==> config.mk <==
export PLATFORM = sky130hd
export DESIGN_NAME = multicycle_adder
export DESIGN_NICKNAME = d
export VERILOG_FILES = /design/src/rtl/multicycle_adder.sv
export SDC_FILE = /design/constraint.sdc
export NUM_CORES = 1
export LEC_CHECK = 0
export CAP_MARGIN = 5
export CORE_ASPECT_RATIO = 1.75
export CORE_MARGIN = 5
export CORE_UTILIZATION = 33
export DETAILED_ROUTE_END_ITERATION = 8
export HOLD_SLACK_MARGIN = 0.02
export PLACE_DENSITY = 0.66
export REMOVE_ABC_BUFFERS = 1
export SLEW_MARGIN = 20
export SYNTH_ARGS = -nofsm -noshare
export SYNTH_HDL_FRONTEND = slang
export SYNTH_SLANG_ARGS = --single-unit
export TNS_END_PERCENT = 50
==> constraint.sdc <==
create_clock -name clk -period 2.2 [get_ports clk]
set_input_delay 0.22 -clock clk [delete_from_list [all_inputs] [get_ports clk]]
set_output_delay 0.22 -clock clk [all_outputs]
set_load 0.05 [all_outputs]
==> src/rtl/multicycle_adder.sv <==
`timescale 1ns/1ps
// multicycle_adder: digit-serial add/subtract. Processes DIGIT bits per clock through a small
// ripple, keeps the carry in a register between steps, and posts sum/cout/ovf with a done pulse.
module multicycle_adder #(
  parameter int unsigned WIDTH = 8,
  parameter int unsigned DIGIT = 1
) (
  input  logic             clk,
  input  logic             rst,
  input  logic             start,
  input  logic             sub,
  input  logic [WIDTH-1:0] a,
  input  logic [WIDTH-1:0] b,
  input  logic             cin,
  output logic             busy,
  output logic             done,
  output logic [WIDTH-1:0] sum,
  output logic             cout,
  output logic             ovf
);

  localparam int unsigned STEPS = WIDTH / DIGIT;
  localparam int unsigned CW    = (STEPS > 1) ? $clog2(STEPS) : 1;

  typedef enum logic [1:0] {
    S_IDLE,
    S_RUN,
    S_DONE
  } state_t;

  state_t           state;
  logic [WIDTH-1:0] a_q;
  logic [WIDTH-1:0] b_q;
  logic [WIDTH-1:0] psum;
  logic             carry_q;
  logic [CW-1:0]    cnt;

  logic [DIGIT-1:0] dig_sum;
  logic             dig_cout;
  logic             dig_cmsb;
  logic [WIDTH-1:0] psum_nxt;
  logic             last_step;

  // Ripple across the current digit; operands are shifted so the active digit is always at the LSBs.
  always_comb begin : digit_ripple
    logic c;
    c        = carry_q;
    dig_sum  = '0;
    dig_cmsb = 1'b0;
    for (int unsigned i = 0; i < DIGIT; i++) begin
      dig_cmsb   = c;
      dig_sum[i] = a_q[i] ^ b_q[i] ^ c;
      c          = (a_q[i] & b_q[i]) | (c & (a_q[i] ^ b_q[i]));
    end
    dig_cout = c;
  end

  // New digit enters at the top; after STEPS shifts the LSB digit has reached bit 0.
  assign psum_nxt  = (psum >> DIGIT) | (WIDTH'(dig_sum) << (WIDTH - DIGIT));
  assign last_step = (cnt == CW'(STEPS - 1));

  always_ff @(posedge clk or posedge rst) begin
    if (rst) begin
      state   <= S_IDLE;
      a_q     <= '0;
      b_q     <= '0;
      psum    <= '0;
      carry_q <= 1'b0;
      cnt     <= '0;
      busy    <= 1'b0;
      done    <= 1'b0;
      sum     <= '0;
      cout    <= 1'b0;
      ovf     <= 1'b0;
    end else begin
      done <= 1'b0;
      case (state)
        S_IDLE, S_DONE: begin
          if (start) begin
            state   <= S_RUN;
            busy    <= 1'b1;
            a_q     <= a;
            b_q     <= sub ? ~b : b;
            carry_q <= cin ^ sub;
            cnt     <= '0;
            psum    <= '0;
          end else begin
            state <= S_IDLE;
          end
        end
        S_RUN: begin
          a_q     <= a_q >> DIGIT;
          b_q     <= b_q >> DIGIT;
          carry_q <= dig_cout;
          psum    <= psum_nxt;
          cnt     <= cnt + CW'(1);
          if (last_step) begin
            state <= S_DONE;
            busy  <= 1'b0;
            done  <= 1'b1;
            sum   <= psum_nxt;
            cout  <= dig_cout;
            ovf   <= dig_cout ^ dig_cmsb;
          end
        end
        default: state <= S_IDLE;
      endcase
    end
  end

endmodule

==> metrics.cfg <==
[critical_path]
path_max_fanout = 14
slowest_delay_ns = 0.44
arrival_ns = 1.91
worst_setup_path_start_kind = register
path_cells = ha_1 -> ha_1 -> nand3b_1 -> mux2_2
timing.rr.start = cnt[0]
cpMostUsedCell = ha_1
path_class = register to register
crit_slowest_cell = nand3b_1
r2r_cells = 4
reg2reg_to = sum[0]
cp-end-kind = register
cp.required_ns = 2.37
r2r_slack_ns = 0.46

[clocking]
cts_setup_buffers = 0
clk_path_buf_depth = 2
root_buffer = clkbuf_8
cts_resized = 0
holdBufCountCts = 0
htreeDepth = 2
clkTransAtPathRegs_ns = 0.07
tritoncts = done
clkLatencyLatePin_ns = 0.28
cts.sinks = 41
cts_buffers = 5

[drt]
drt-total-wl_mm = 3.258
wl_met1_mm = 1.253
wl_met2_mm = 1.768
drt_pass1_iterations = 4
top_layer_used = met4
drt-wirelength-per-cell_microns = 15.15
drc = 0
wl_met3_microns = 183
vias_per_cell = 5.167
vias = 1111
drt_iter0_markers = 24
ant_nets = 0

[outcome]
status = completed

[yosys]
ys_ff_latch = 41
synth_ff_type = dfrtp_1
yosysTopAreaCell = dfrtp_1
yosysSeqAreaShare = 0.5912
avgSynthCellArea_sq_um = 13.56
synth_top_area_share = 0.5912
synth_area_leaders = dfrtp_1, a22o_1, mux2_2
syn_area_sq_um = 1735
synth_cell_types = 22
synth-edff-count = 0
synth_most_common_cell = dfrtp_1
yosysWarnings = 0
synth_commonest_cells = dfrtp_1, a22o_1, mux2_2, xnor2_1
synth_cells = 128
ys_async_sr_fraction = 1.000

[floorplanning]
std_cell_rows = 35
start_util = 0.3330
die_y_microns = 105.9
die_x_microns = 64.82
io_pins = 33
core_sq_um = 5211
die_area_sq_um = 6866

[sta]
final-hold-violation-count = 0
slew_violations = 0
finalSetupViolCount = 0
rsz0062_at_grt = false
fin_skew_ns = 0.005406
period_needed_ns = 1.737
tightest_slew_ns = 0.5966
fmax_ghz = 0.5756
finalSetupTns_ns = 0
post-route-period-util = 0.7897
slew-limit-headroom = 0.6011

[final_layout]
areaGrowthSynthToFinish_pct = 24.08
nets = 185
nFillCells = 501
antenna_cells = 0
drive_gt1_frac = 0.1313

[worst_hold_path]
hold_path_class = input port to async pin

[global_route]
antenna_found_initial = 0
grt.total_usage = 0.1056
grt_pass1_wl_mm = 5.664
grt_start_max_net_pins = 42
grt_pass1_vias = 1219
overflow = 0

[placement]
place.gp.congestion = 0.7466
dp_hpwl_mm = 2.372
port_buffers = 32

[job]
maxCapViolations = 0

[power]
vdd.ir_drop.worst_mv = 0.5889
report.power.total_uw = 3196
power_density_nw_per_um2 = 1484
leakage_uw = 0.001010

flip-flops by register name, summed over array words and instances (netlist names):
| signal | cells |
|---|---|
| cnt | 3 |
| done | 1 |
| a_q | 8 |
| ovf | 1 |
| psum | 7 |
| cout | 1 |
| b_q | 8 |
| busy | 1 |
| state | 2 |
| carry_q | 1 |
| sum | 8 |
cell families after synthesis:
| kind of cell | share of synthesized area |
|---|---|
| adder cells (fa/ha/maj) | 0.02595 |
| AO/OA/AOI/OAI | 0.1730 |
| AND/OR/NAND/NOR | 0.04687 |
| buffers and inverters | 0.04757 |
| flip-flops | 0.5912 |
| XOR/XNOR | 0.05047 |
| multiplexers | 0.06489 |
worst max path at each step:
stage,start,cells after the start,endpoint
after floorplan,state[0],3,b_q[1]
after global placement,cnt[0],4,sum[0]
after detailed placement,cnt[0],4,sum[6]
after CTS,cnt[0],4,sum[0]
after global routing,cnt[0],4,sum[6]
final,cnt[0],4,sum[0]
placed cells by master, fill, tap and decap left out, drive strengths merged:
master / instances
nand2b: 1
inv: 4
a221o: 8
dfrtp: 41
ha: 2
mux2: 10
fa: 1
buf: 3
a21o: 7
clkdlybuf4s50: 32
xor2: 1
nand3b: 1
nor2b: 2
clkbuf: 5
clkinv: 1
nor2: 9
nand2: 3
xnor2: 9
a22o: 18
o21ai: 2
per-layer routing:
layer	global-route usage	vias to the layer above
li1	-	519
met1	0.1176	558
met2	0.1846	28
met3	0.02854	6
met4	0.04539	0
met5	0	-
worst max-delay path: cells and delay by family, from the launching register on:
family / cells / cell delay, ns
fa+ha+maj: 2 / 0.38
flops: 1 / 0.39
mux: 1 / 0.40
simple gates: 1 / 0.44
area by class of cell:
type | count | area (sq um) | share of cell area
inverters | 4 | 15.01 | 0.006973
multi-input cells | 74 | 626.9 | 0.2911
clock inverters | 1 | 5.005 | 0.002324
repair buffers | 35 | 342.8 | 0.1592
well taps | 55 | 68.82 | 0.03196
clock buffers | 5 | 68.82 | 0.03196
flip-flops and latches | 41 | 1026 | 0.4765
metrics by stage:
step | hold slack (ns) | instance area (sq um) | setup slack [ns] | utilization | instances
after floorplan | 0.3599 | 1668 | 0.5257 | - | 119
after global placement | 0.4615 | 2079 | 0.5177 | 0.3990 | 209
after detailed placement | 0.4666 | 2079 | 0.4532 | 0.3990 | 209
after CTS | 0.3819 | 2153 | 0.4399 | 0.4132 | 215
after global routing | 0.4270 | 2153 | 0.3794 | 0.4132 | 215
final | 0.3569 | 2153 | 0.4627 | 0.4132 | 215
where the power goes:
part | internal, uW | leakage, uW | switching [uW] | total [uW]
clock network | 208 | 0.0000399 | 224 | 432
logic | 668 | 0.000454 | 802 | 1470
registers | 1090 | 0.000516 | 204 | 1290
total | 1970 | 0.00101 | 1230 | 3200
Note: power is estimated with default switching activity, not from simulation.
